--- config.mk ---
export PLATFORM = sky130hd
export DESIGN_NAME = sound_player
export DESIGN_NICKNAME = d
export VERILOG_FILES = /design/src/rtl/sound_player.sv
export SDC_FILE = /design/constraint.sdc
export NUM_CORES = 1
export LEC_CHECK = 0
export BUFFER_PORTS_ARGS = -buffer_cell sky130_fd_sc_hd__buf_2
export CORE_MARGIN = 3
export CORE_UTILIZATION = 45
export CTS_CLUSTER_DIAMETER = 50
export CTS_CLUSTER_SIZE = 28
export DETAILED_ROUTE_END_ITERATION = 10
export PLACE_DENSITY = 0.63
export SLEW_MARGIN = 20
export SYNTH_ARGS = -nofsm -noshare
export SYNTH_HDL_FRONTEND = slang
export SYNTH_SLANG_ARGS = --single-unit
--- constraint.sdc ---
create_clock -name clk -period 5.5 [get_ports clk]
set_clock_uncertainty 0.1 [all_clocks]
set_input_delay 0.275 -clock clk [delete_from_list [all_inputs] [get_ports clk]]
set_output_delay 0.275 -clock clk [all_outputs]
set_load 0.02 [all_outputs]
--- src/rtl/sound_player.sv ---
// Sound-code consumer: plays a timed square-wave tone sequence for each new code
// on the speaker pin. Define SOUND_RETRIG_EN to add the retrig input.
module sound_player #(
  parameter int unsigned PING_HALF = 14204,
  parameter int unsigned PONG_HALF = 28409,
  parameter int unsigned DUR_CYC   = 2500000,
  parameter int unsigned GAP_CYC   = 1250000
) (
  input  logic       clk,
  input  logic       clr,
  input  logic [1:0] code_sound,
  input  logic       mute,
  output logic       speaker,
  output logic       busy,
  output logic [1:0] cur_code
`ifdef SOUND_RETRIG_EN
  ,
  input  logic       retrig
`endif
);

  localparam logic [1:0] CODE_STOP = 2'b00;
  localparam logic [1:0] CODE_PING = 2'b10;
  localparam logic [1:0] CODE_GO   = 2'b11;

  localparam logic [15:0] PING_LIM = 16'(PING_HALF);
  localparam logic [15:0] PONG_LIM = 16'(PONG_HALF);
  localparam logic [23:0] DUR_LAST = 24'(DUR_CYC - 1);
  localparam logic [23:0] GAP_LAST = 24'(GAP_CYC - 1);

  typedef enum logic [1:0] {IDLE, TONE1, GAP, TONE2} state_t;

  state_t      state;
  logic [1:0]  code_q;
  logic [15:0] half_cnt;
  logic [15:0] half_lim;
  logic [23:0] dur_cnt;
  logic        tone_q;
  logic        trig;
  logic        stop_req;

`ifdef SOUND_RETRIG_EN
  assign trig = (code_sound != CODE_STOP) && ((code_sound != code_q) || retrig);
`else
  assign trig = (code_sound != CODE_STOP) && (code_sound != code_q);
`endif
  assign stop_req = (code_sound == CODE_STOP) && (code_q != CODE_STOP);

  assign speaker = tone_q & ~mute;
  assign busy    = (state != IDLE);

  // dur_cnt doubles as the gap counter; GAP never overlaps a tone.
  always_ff @(posedge clk or negedge clr) begin
    if (!clr) begin
      state    <= IDLE;
      code_q   <= CODE_STOP;
      cur_code <= CODE_STOP;
      half_cnt <= '0;
      half_lim <= '0;
      dur_cnt  <= '0;
      tone_q   <= 1'b0;
    end else begin
      code_q <= code_sound;
      if (trig) begin
        state    <= TONE1;
        cur_code <= code_sound;
        half_cnt <= '0;
        dur_cnt  <= '0;
        tone_q   <= 1'b0;
        half_lim <= (code_sound == CODE_PING) ? PING_LIM : PONG_LIM;
      end else if (stop_req) begin
        state    <= IDLE;
        cur_code <= CODE_STOP;
        half_cnt <= '0;
        dur_cnt  <= '0;
        tone_q   <= 1'b0;
      end else begin
        case (state)
          TONE1, TONE2: begin
            if (half_cnt == half_lim - 16'd1) begin
              half_cnt <= '0;
              tone_q   <= ~tone_q;
            end else begin
              half_cnt <= half_cnt + 16'd1;
            end
            // Terminal count overrides any toggle landing on the same edge.
            if (dur_cnt == DUR_LAST) begin
              dur_cnt  <= '0;
              half_cnt <= '0;
              tone_q   <= 1'b0;
              if (state == TONE1 && cur_code == CODE_GO) begin
                state <= GAP;
              end else begin
                state    <= IDLE;
                cur_code <= CODE_STOP;
              end
            end else begin
              dur_cnt <= dur_cnt + 24'd1;
            end
          end
          GAP: begin
            if (dur_cnt == GAP_LAST) begin
              dur_cnt  <= '0;
              half_cnt <= '0;
              half_lim <= PING_LIM;
              state    <= TONE2;
            end else begin
              dur_cnt <= dur_cnt + 24'd1;
            end
          end
          default: ;
        endcase
      end
    end
  end

endmodule

==> results of run 1 <==
[final timing paths]
| kind | start | end | slack, ns | cells after the start |
|---|---|---|---|---|
| worst max-delay path | half_lim[11]$_DFFE_PN0P_ | half_cnt[8]$_DFFE_PN0P_ | 1.98 | 9 |
| worst min-delay path | clr | half_cnt[13]$_DFFE_PN0P_ | -0.03 | 2 |
| worst max register to register | half_lim[11]$_DFFE_PN0P_ | half_cnt[8]$_DFFE_PN0P_ | 1.98 | 9 |
| worst min register to register | half_cnt[15]$_DFFE_PN0P_ | half_cnt[15]$_DFFE_PN0P_ | 0.46 | 1 |
| max in group asynchronous | clr | dur_cnt[8]$_DFFE_PN0P_ | 4.89 | 2 |
| min in group clk | code_sound[0] | code_q[0]$_DFF_PN0_ | 0.05 | 1 |
[worst max-delay path, stage by stage (launching register included)]
cell and delay (ns):
dfrtp_1 0.54, inv_1 0.13, ha_1 0.26, ha_1 0.30
nor4bb_1 0.17, a2111oi_0 0.39, o221ai_1 0.25, a2111oi_4 0.81
or2_1 0.32, a21oi_1 0.10
[through the flow]
stage / setup WS [ns] / utilization (%)
floorplan: 2.62 / -
global placement: 2.12 / 48.4
detailed placement: 2.00 / 48.4
CTS: 1.97 / 49.6
global route: 1.72 / 49.6
finish: 1.98 / 49.6
[metal layers]
metal / track usage, % / up-vias / part of all wire (%)
met3: 2.49 / 9 / 2.4
met4: 5.41 / 0 / 1.4
met5: 0 / - / 0
met1: 25.8 / 1228 / 47
li1: - / 1300 / -
met2: 31.3 / 38 / 49
[sequential cells by signal, indices dropped and copies added (netlist names)]
| signal | count |
|---|---|
| cur_code | 2 |
| half_cnt | 16 |
| code_q | 2 |
| dur_cnt | 24 |
| tone_q | 1 |
| half_lim | 3 |
| state | 2 |
[power by group through the flow]
stage | combinational (uW) | clock [uW] | sequential (uW)
floorplan | 66.0 | 0 | 394
global placement | 90.0 | 0 | 397
detailed placement | 91.3 | 0 | 397
CTS | 91.4 | 213 | 390
global route | 101 | 229 | 392
finish | 90.0 | 201 | 390
[logic make-up (layout without fill, tap and decap cells)]
| logic type | after synthesis | count (layout) | share of synthesized area, % |
|---|---|---|---|
| and+or+nand+nor | 168 | 168 | 28.6 |
| AOI/OAI and AO/OA | 80 | 80 | 18.3 |
| DFF | 50 | 50 | 40.2 |
| buffers and inverters | 31 | 29 | 4.62 |
| xor gates and xnor gates | 21 | 21 | 5.91 |
| adders and majority gates | 5 | 5 | 2.01 |
| muxes | 1 | 1 | 0.322 |
[layout by cell type, fill, tap and decap left out, types with 2 or more instances in the layout]
cell type	n
a211o_1	2
a21oi_1	17
a22o_1	7
a31oi_1	2
and2_1	3
and3_1	6
buf_2	8
clkbuf_1	2
clkbuf_8	5
dfrtp_1	50
ha_1	5
inv_1	13
nand2_1	35
nand2b_1	2
nand3_1	23
nand4_1	13
nor2_1	28
nor2b_1	7
nor3_1	20
nor4_1	3
nor4b_1	3
nor4bb_1	3
o2111ai_1	2
o21ai_0	20
o21bai_1	2
o31ai_1	10
or2_2	2
or3_1	8
xnor2_1	12
xor2_1	9
[cell type report]
cell class | count | area (sq um)
Tap cell | 77 | 96.3
Fill cell | 626 | 3290
Multi-Input combinational cell | 275 | 1720
Clock buffer | 7 | 76.3
Inverter | 13 | 48.8
Sequential cell | 50 | 1250
Timing Repair Buffer | 9 | 47.5
==> run metrics, run 1 <==
routability congestion estimate=0.836; # diodes=0; crit end category=register; CTS tree=done; Worst Path Required=~5.5 ns; Max rail drop VDD=127 uV; layout cell share with drive strength beyond 1=7.06%; violated checks=negative hold slack; PwrDens=between 200 and 250 nW/um^2; H-tree levels=2; Final HPWL DP=about 4800 um; Slew Viols, Final=0; detailed-route via count=2575; row count=29; RSZ-0062 raised after global routing=no; relative contribution of sequential cells to total power=57.2%; vias in the first global route=2470; Comb pwr share=13.2%; Tmin final=3.52 ns; switch share=27.4%; placed cells=around 420; dominant cell type by area after synthesis=dfrtp_1; internal power=495 uW; slew at the pin closest to its max-slew limit=0.923 ns; Hold Path Class=input port to asynchronous set/reset pin; Remaining DRCs=0; largest cells by area after synthesis=dfrtp_1 40%, nand2_1 4.2%, nand3_1 3.7%; Slew headroom=38.2%; Finished Cell Area=3240 sq um; Die ar.=7950 sq um; Yosys reg bits=50; Main synth FF type=dfrtp_1; Clock power frac=29.5%; Max Clk Rate=0.284 GHz; FFs w/ async S/R, synth=100%; number of synthesized flops with an enable pin=0; vias per cell=5.97; Leakage=0.00126 uW; status=finished with violations; setup violators final=0; starting density of the core=47.6%; Antenna Nets Post-Route=0; Ports=9; Syn. warnings=0; Hold WS=-0.0296 ns; most frequent cell after synthesis=dfrtp_1; Post-layout nets=~360; Worst EP arrival=3.55 ns; Post-Route WL=6790 um; Wirelength per Cell=roughly 16 um; 1st-iter DRT viols=about 110; clock latency on the worst-skew pair=about 0.29 ns; post-synthesis sequential area ratio=a little over 40%; Post-Syn Nets=366; Synth top cells by count=50 x dfrtp_1, 35 x nand2_1, 28 x nor2_1; largest net degree at the start of global routing=51; number of clock sinks=50; final hold violations=36; first-pass GRT wire length=11900 um; Post-Syn Area per Cell=roughly 8.7 sq um; Final Power=slightly below 700 uW; worst-path fanout max=14; sw power=187 uW; TritonRoute pass-1 iters=5; Die Wd=89.2 um; initial antenna violation count=0; PostCTS Resize Cnt=0; placed inst area=3160 sq um; Setup CP Type=register to register; Tcrit/Tclk final=63.9%; Setup Fix Bufs, Post-CTS=0; gr ovfl total=0; max_cap viols=0; cts bufs inserted=5; clock tree buffer depth=2; Synth Cell Area=slightly above 3000 sq um; non-filler cells in the finished layout=431; CP startpoint kind=register; cts hold-fix bufs=0; area fraction of the dominant cell type after synthesis=40.2%; synthesis-to-finish area growth=4.02%; Clk pin slew, worst setup/hold paths=0.09 ns; setup total negative slack=0 ns; core area=roughly 6500 sq um; Die H=89.2 um; Mapped Cells=356; root buffer selected by CTS=clkbuf_8; GRT Resource Usage Total=18.9%; post-synthesis cell type count=63; I/O Buffers=8
Note: power is estimated with default switching activity, not from simulation.
==> run 2, diff against run 1 <==
--- a/config.mk
+++ b/config.mk
@@ -5,6 +5,7 @@
 export SDC_FILE = /design/constraint.sdc
 export NUM_CORES = 1
 export LEC_CHECK = 0
+export ABC_AREA = 1
 export BUFFER_PORTS_ARGS = -buffer_cell sky130_fd_sc_hd__buf_2
 export CORE_MARGIN = 3
 export CORE_UTILIZATION = 45
==> constraint.sdc (replaced) <==
create_clock -name clk -period 3.67 [get_ports clk]
set_clock_uncertainty 0.1 [all_clocks]
set_input_delay 0.1835 -clock clk [delete_from_list [all_inputs] [get_ports clk]]
set_output_delay 0.1835 -clock clk [all_outputs]
set_load 0.02 [all_outputs]
==> run metrics, run 2 <==
CP startpoint kind=register (unchanged); core area=7020 sq um (was 6530 sq um); # diodes=0 (unchanged); Finished Cell Area=3590 sq um (was 3240 sq um); I/O Buffers=8 (unchanged); Synth top cells by count=149 x nand2_1, 87 x nor2_1, 59 x inv_1 (was 50 x dfrtp_1, 35 x nand2_1, 28 x nor2_1); largest registers=dur_cnt (24), half_cnt (16), half_lim (3) (unchanged); Worst Path Required=3.75 ns (was 5.54 ns); routability congestion estimate=0.956 (was 0.836); Synth Cell Area=3370 sq um (was 3110 sq um); post-synthesis cell type count=35 (was 63); cells on worst reg2reg path=10 (was 9); post-synthesis sequential area ratio=37.1% (was 40.2%); H-tree levels=2 (unchanged); Biggest register=dur_cnt (unchanged); Post-Route WL=8050 um (was 6790 um); Max rail drop VDD=128 uV (was 127 uV); Clk pin slew, worst setup/hold paths=0.09 ns (about the same); area fraction of the dominant cell type after synthesis=37.1% (was 40.2%); Hold WS=0.413 ns (was -0.0296 ns); hold depth=2; cts bufs inserted=5 (unchanged); vias in the first global route=2782 (was 2470); Leakage=0.00166 uW (was 0.00126 uW); PostCTS Resize Cnt=0 (unchanged); 1st-iter DRT viols=307 (was 109); starting density of the core=48.1% (was 47.6%); Post-Syn Nets=515 (was 366); TritonRoute pass-1 iters=5 (unchanged); RSZ-0062 raised after global routing=no (unchanged); vias per cell=5.21 (was 5.97); fin util=51.2% (was 49.6%); max_cap viols=0 (unchanged); Remaining DRCs=0 (unchanged); Yosys reg bits=50 (unchanged); Post-layout nets=525 (was 364); setup total negative slack=0 ns (unchanged); GRT Resource Usage Total=19.7% (was 18.9%); number of clock sinks=50 (unchanged); row count=30 (was 29); clock tree buffer depth=2 (unchanged); CTS tree=done (unchanged); Mapped Cells=505 (was 356); Final HPWL DP=6070 um (was 4820 um); placed inst area=3480 sq um (was 3160 sq um); worst-path fanout max=12 (was 14); Wirelength per Cell=13.2 um (was 15.7 um); Antenna Nets Post-Route=0 (unchanged); setup violators final=0 (unchanged); gr ovfl total=0 (unchanged); Post-Syn Area per Cell=6.68 sq um (was 8.74 sq um); clock latency on the worst-skew pair=0.30 ns (was 0.29 ns); Main synth FF type=dfrtp_1 (unchanged); largest net degree at the start of global routing=51 (unchanged); initial antenna violation count=0 (unchanged); Hold Path Class=register to register (was input port to asynchronous set/reset pin); PwrDens=287 nW/um^2 (was 211 nW/um^2); detailed-route via count=3185 (was 2575); Die H=92.6 um (was 89.2 um); Die ar.=8570 sq um (was 7950 sq um); status=finished, final reports clean (was finished with violations); synthesis-to-finish area growth=6.41% (was 4.02%); Syn. warnings=0 (unchanged); layout cell share with drive strength beyond 1=6.99% (was 7.06%); max reg flops=24 (unchanged); Tcrit/Tclk final=66.0% (was 63.9%); Worst EP arrival=2.50 ns (was 3.55 ns); Setup Fix Bufs, Post-CTS=0 (unchanged); root buffer selected by CTS=clkbuf_8 (unchanged); Die Wd=92.6 um (was 89.2 um); non-filler cells in the finished layout=611 (was 431); first-pass GRT wire length=13600 um (was 11900 um); slew at the pin closest to its max-slew limit=0.646 ns (was 0.923 ns); Tmin final=2.42 ns (was 3.52 ns); Max Clk Rate=0.413 GHz (was 0.284 GHz); crit end category=register (unchanged); Slew Viols, Final=0 (unchanged); placed cells=601 (was 424); Slew headroom=56.9% (was 38.2%); largest cells by area after synthesis=dfrtp_1 37%, nand2_1 17%, nor2_1 9.7% (was dfrtp_1 40%, nand2_1 4.2%, nand3_1 3.7%); Layout fillers=715 (was 626); most frequent cell after synthesis=nand2_1 (was dfrtp_1); FFs w/ async S/R, synth=100% (unchanged); commonest non-fill, non-tap cell in the layout=nand2_1 (was dfrtp_1); Setup CP Type=register to register (unchanged); final hold violations=0 (was 36); commonest non-fill, non-tap cells in the layout=149 x nand2_1, 87 x nor2_1, 59 x inv_1 (was 50 x dfrtp_1, 35 x nand2_1, 28 x nor2_1); dominant cell type by area after synthesis=dfrtp_1 (unchanged); Ports=9 (unchanged); number of synthesized flops with an enable pin=0 (unchanged)
[run 2: worst paths after layout]
kind	start	endpoint	slack, ns
hold reg to reg	cur_code[0]$_DFFE_PN0P_	cur_code[0]$_DFFE_PN0P_	0.41
setup reg to reg	half_lim[11]$_DFFE_PN0P_	half_cnt[5]$_DFFE_PN0P_	1.25
min in group asynchronous	clr	dur_cnt[23]$_DFFE_PN0P_	0.42
setup / recovery	half_lim[11]$_DFFE_PN0P_	half_cnt[5]$_DFFE_PN0P_	1.25
max in group asynchronous	clr	half_cnt[14]$_DFFE_PN0P_	2.62
hold / removal	cur_code[0]$_DFFE_PN0P_	cur_code[0]$_DFFE_PN0P_	0.41
[run 2: layout make-up]
type	instances	area, sq um	area share (%)
Multi-Input combinational cell	380	1810	50.4
Sequential cell	50	1250	34.8
Inverter	65	246	6.86
Tap cell	96	120	3.34
Timing Repair Buffer	13	85.1	2.37
Clock buffer	5	68.8	1.92
Clock inverter	2	10.0	0.279
[run 2: power breakdown]
part,total [uW],internal [uW],switching [uW],leakage [uW]
combinational,141,41.2,100,0.000937
sequential,580,564,16.2,0.000675
clock,309,129,181,0.0000438
[run 2: routing by layer]
metal | vias up | share of wire (%) | track usage (%) | wire length (um)
met5 | - | 0 | 0 | 0
met4 | 0 | 1.2 | 5.20 | 99
met3 | 10 | 6.0 | 3.41 | 483
met2 | 107 | 41 | 27.0 | 3260
met1 | 1455 | 52 | 31.3 | 4200
li1 | 1613 | - | - | -
[run 2: metrics by stage]
stage	worst slack, ns	total power, uW
2_1_floorplan	1.60	688
3_3_place_gp	1.31	729
3_5_place_dp	1.23	732
5_1_grt	0.979	1090
6_report	1.25	1030
4_1_cts	1.23	1050
[run 2: what timing repair did]
action	4_1_cts	5_1_grt
endpoints found under the setup margin	0	0
hold buffers	3	0
endpoints found under the hold margin	52	0
[run 2: logic make-up (layout without fill, tap and decap cells)]
family,after synthesis,after routing,synth area share [%]
and+or+nand+nor,326,326,41.6
buffers and inverters,75,85,9.31
DFF,50,50,37.1
AOI/OAI and AO/OA,30,30,5.23
xor gates and xnor gates,19,19,4.93
adders and majority gates,5,5,1.85
[run 2: critical path, cell delays in order (launching register included)]
cell,delay [ns]
dfrtp_1,0.47
inv_2,0.10
ha_1,0.24
ha_1,0.32
xnor2_1,0.13
nor2_1,0.15
nand3_1,0.09
nor2_1,0.12
nand3_2,0.13
a21oi_4,0.36
nor2_1,0.09
==> run 3, diff against run 2 <==
==> constraint.sdc (replaced) <==
create_clock -name clk -period 2.25 [get_ports clk]
set_clock_uncertainty 0.1 [all_clocks]
set_input_delay 0.1125 -clock clk [delete_from_list [all_inputs] [get_ports clk]]
set_output_delay 0.1125 -clock clk [all_outputs]
set_load 0.02 [all_outputs]
==> run metrics, run 3 (synthesis gave the netlist of run 2 again) <==
Clk pin slew, worst setup/hold paths=0.09 ns (about the same); Die H=92.6 um (unchanged); Antenna Nets Post-Route=0 (unchanged); vias per cell=5.21 (about the same); clock tree buffer depth=2 (unchanged); worst-path fanout max=7 (was 12); DP Worst Slack=-0.0212 ns (was 1.23 ns); detailed-route via count=3264 (was 3185); Die Wd=92.6 um (unchanged); Die ar.=8570 sq um (unchanged); M2 GR Usage=27.0% (unchanged); 1st-iter DRT viols=321 (was 307); vias in the first global route=2747 (was 2782); Max rail drop VDD=195 uV (was 128 uV); root buffer selected by CTS=clkbuf_8 (unchanged); CP startpoint kind=register (unchanged); row count=30 (unchanged); first-pass GRT wire length=13800 um (was 13600 um); r2r setup slk=0.15 ns (was 1.25 ns); R2R Path End=half_cnt[14]$_DFFE_PN0P_ (was half_cnt[5]$_DFFE_PN0P_); PwrDens=475 nW/um^2 (was 287 nW/um^2); status=finished, final reports clean (unchanged); Tcrit/Tclk final=93.5% (was 66.0%); starting density of the core=48.1% (unchanged); setup total negative slack=0 ns (unchanged); initial antenna violation count=0 (unchanged); max_cap viols=0 (unchanged); final hold violations=0 (unchanged); Ports=9 (unchanged); synthesis-to-finish area growth=12.8% (was 6.41%); Wirelength per Cell=13.4 um (was 13.2 um); I/O Buffers=8 (unchanged); Worst Path Required=2.36 ns (was 3.75 ns); Final HPWL DP=6400 um (was 6070 um); H-tree levels=2 (unchanged); commonest non-fill, non-tap cells in the layout=148 x nand2_1, 86 x nor2_1, 58 x inv_1 (was 149 x nand2_1, 87 x nor2_1, 59 x inv_1); Tmin final=2.10 ns (was 2.42 ns); Final Power=1810 uW (was 1030 uW); crit end category=register (unchanged); commonest non-fill, non-tap cell in the layout=nand2_1 (unchanged); cells on worst reg2reg path=13 (was 10); GRT Resource Usage Total=19.8% (was 19.7%); Leakage=0.00175 uW (was 0.00166 uW); core area=7020 sq um (unchanged); slew at the pin closest to its max-slew limit=0.631 ns (was 0.646 ns); GR Util met3=2.92% (was 3.41%); TritonRoute pass-1 iters=4 (was 5); Remaining DRCs=0 (unchanged); max reg flops=24 (unchanged); layout cell share with drive strength beyond 1=10.9% (was 6.99%); Post-Route WL=8430 um (was 8050 um); Final WS setup=0.146 ns (was 1.25 ns); routability congestion estimate=0.921 (was 0.956); Slew Viols, Final=0 (unchanged); Reg area=1250 sq um (about the same); largest registers=dur_cnt (24), half_cnt (16), half_lim (3) (unchanged); Hold Path Class=input port to asynchronous set/reset pin (was register to register); Post-layout nets=540 (was 525); clock latency on the worst-skew pair=0.31 ns (was 0.30 ns); CTS tree=done (unchanged); cts bufs inserted=5 (unchanged); Worst EP arrival=2.21 ns (was 2.50 ns); multi-input logic area=1850 sq um (was 1810 sq um); GR peak layer=met1 (unchanged); fin util=54.2% (was 51.2%); worst r2r src=dur_cnt[0]$_DFFE_PN0P_ (was half_lim[11]$_DFFE_PN0P_); Max Clk Rate=0.475 GHz (was 0.413 GHz); setup violators final=0 (unchanged); Setup CP Type=register to register (unchanged); largest net degree at the start of global routing=27 (was 51); Biggest register=dur_cnt (unchanged); Layout fillers=699 (was 715); number of clock sinks=50 (unchanged); GRT met1 Usage=32.7% (was 31.3%); Slew headroom=58.0% (was 56.9%); # diodes=0 (unchanged); RSZ-0062 raised after global routing=no (unchanged); gr ovfl total=0 (unchanged)
==> run 3: cell types whose count changed in the layout (fill, tap and decap cells not counted), sizes merged <==
cell    change
clkinv      -1
buf        +14
clkbuf      +3
==> run 3: timing repair <==
action	CTS	global route
pin swaps	0	1
setup buffers	1	3
resized for setup	0	11
hold buffers	3	0
hold endpoints to repair	28	0
endpoints found under the setup margin	12	24
cloned	0	1
==> run 3: worst max-delay path by stage <==
| stage | cells past startpoint | end | start | slack (ns) |
|---|---|---|---|---|
| after floorplan | 11 | half_cnt[10]$_DFFE_PN0P_ | half_lim[11]$_DFFE_PN0P_ | 0.18 |
| after global placement | 12 | half_cnt[5]$_DFFE_PN0P_ | dur_cnt[0]$_DFFE_PN0P_ | -0.008 |
| after detailed placement | 12 | half_cnt[4]$_DFFE_PN0P_ | dur_cnt[0]$_DFFE_PN0P_ | -0.02 |
| after CTS | 14 | half_cnt[10]$_DFFE_PN0P_ | dur_cnt[0]$_DFFE_PN0P_ | 0.008 |
| after global routing | 13 | half_cnt[15]$_DFFE_PN0P_ | dur_cnt[0]$_DFFE_PN0P_ | 0.006 |
| final | 13 | half_cnt[14]$_DFFE_PN0P_ | dur_cnt[0]$_DFFE_PN0P_ | 0.15 |
==> run 3: layout make-up <==
class / instances / share of cell area [%]
sequential: 50 / 32.9
clock inverter: 1 / 0.131
multi-input combinational: 380 / 48.7
timing repair buffer: 28 / 6.41
clock buffer: 7 / 2.27
tap: 96 / 3.16
inverter: 65 / 6.48
==> run 3: power by group <==
part	leakage, uW	switching [uW]	internal (uW)
clock	0.0000482	305	249
sequential	0.000674	24.1	920
combinational	0.00103	187	124
total	0.00175	516	1290
==> run 3: critical path: stages (launching register included) <==
cell,delay [ns]
dfrtp_2,0.43
ha_4,0.19
nand2_2,0.09
nor2_4,0.12
inv_2,0.07
nor2_1,0.13
nand3_2,0.12
nand2_2,0.09
nand2_2,0.07
nand2_4,0.13
inv_4,0.07
a21oi_4,0.18
clkbuf_16,0.18
nor2_1,0.04
==> run 3: layer usage <==
metal,vias to the layer above,wire length (um)
li1,1651,-
met1,1507,4450
met2,101,3430
met3,5,493
met4,0,51
met5,-,0
==> run 3: metrics by stage <==
step / area [sq um] / hold WS [ns] / instances
finish: 3810 / 0.259 / 627
global route: 3810 / 0.315 / 627
CTS: 3710 / 0.280 / 623
detailed placement: 3570 / 0.0638 / 611
global placement: 3570 / 0.0476 / 611
floorplan: 3370 / -0.283 / 505
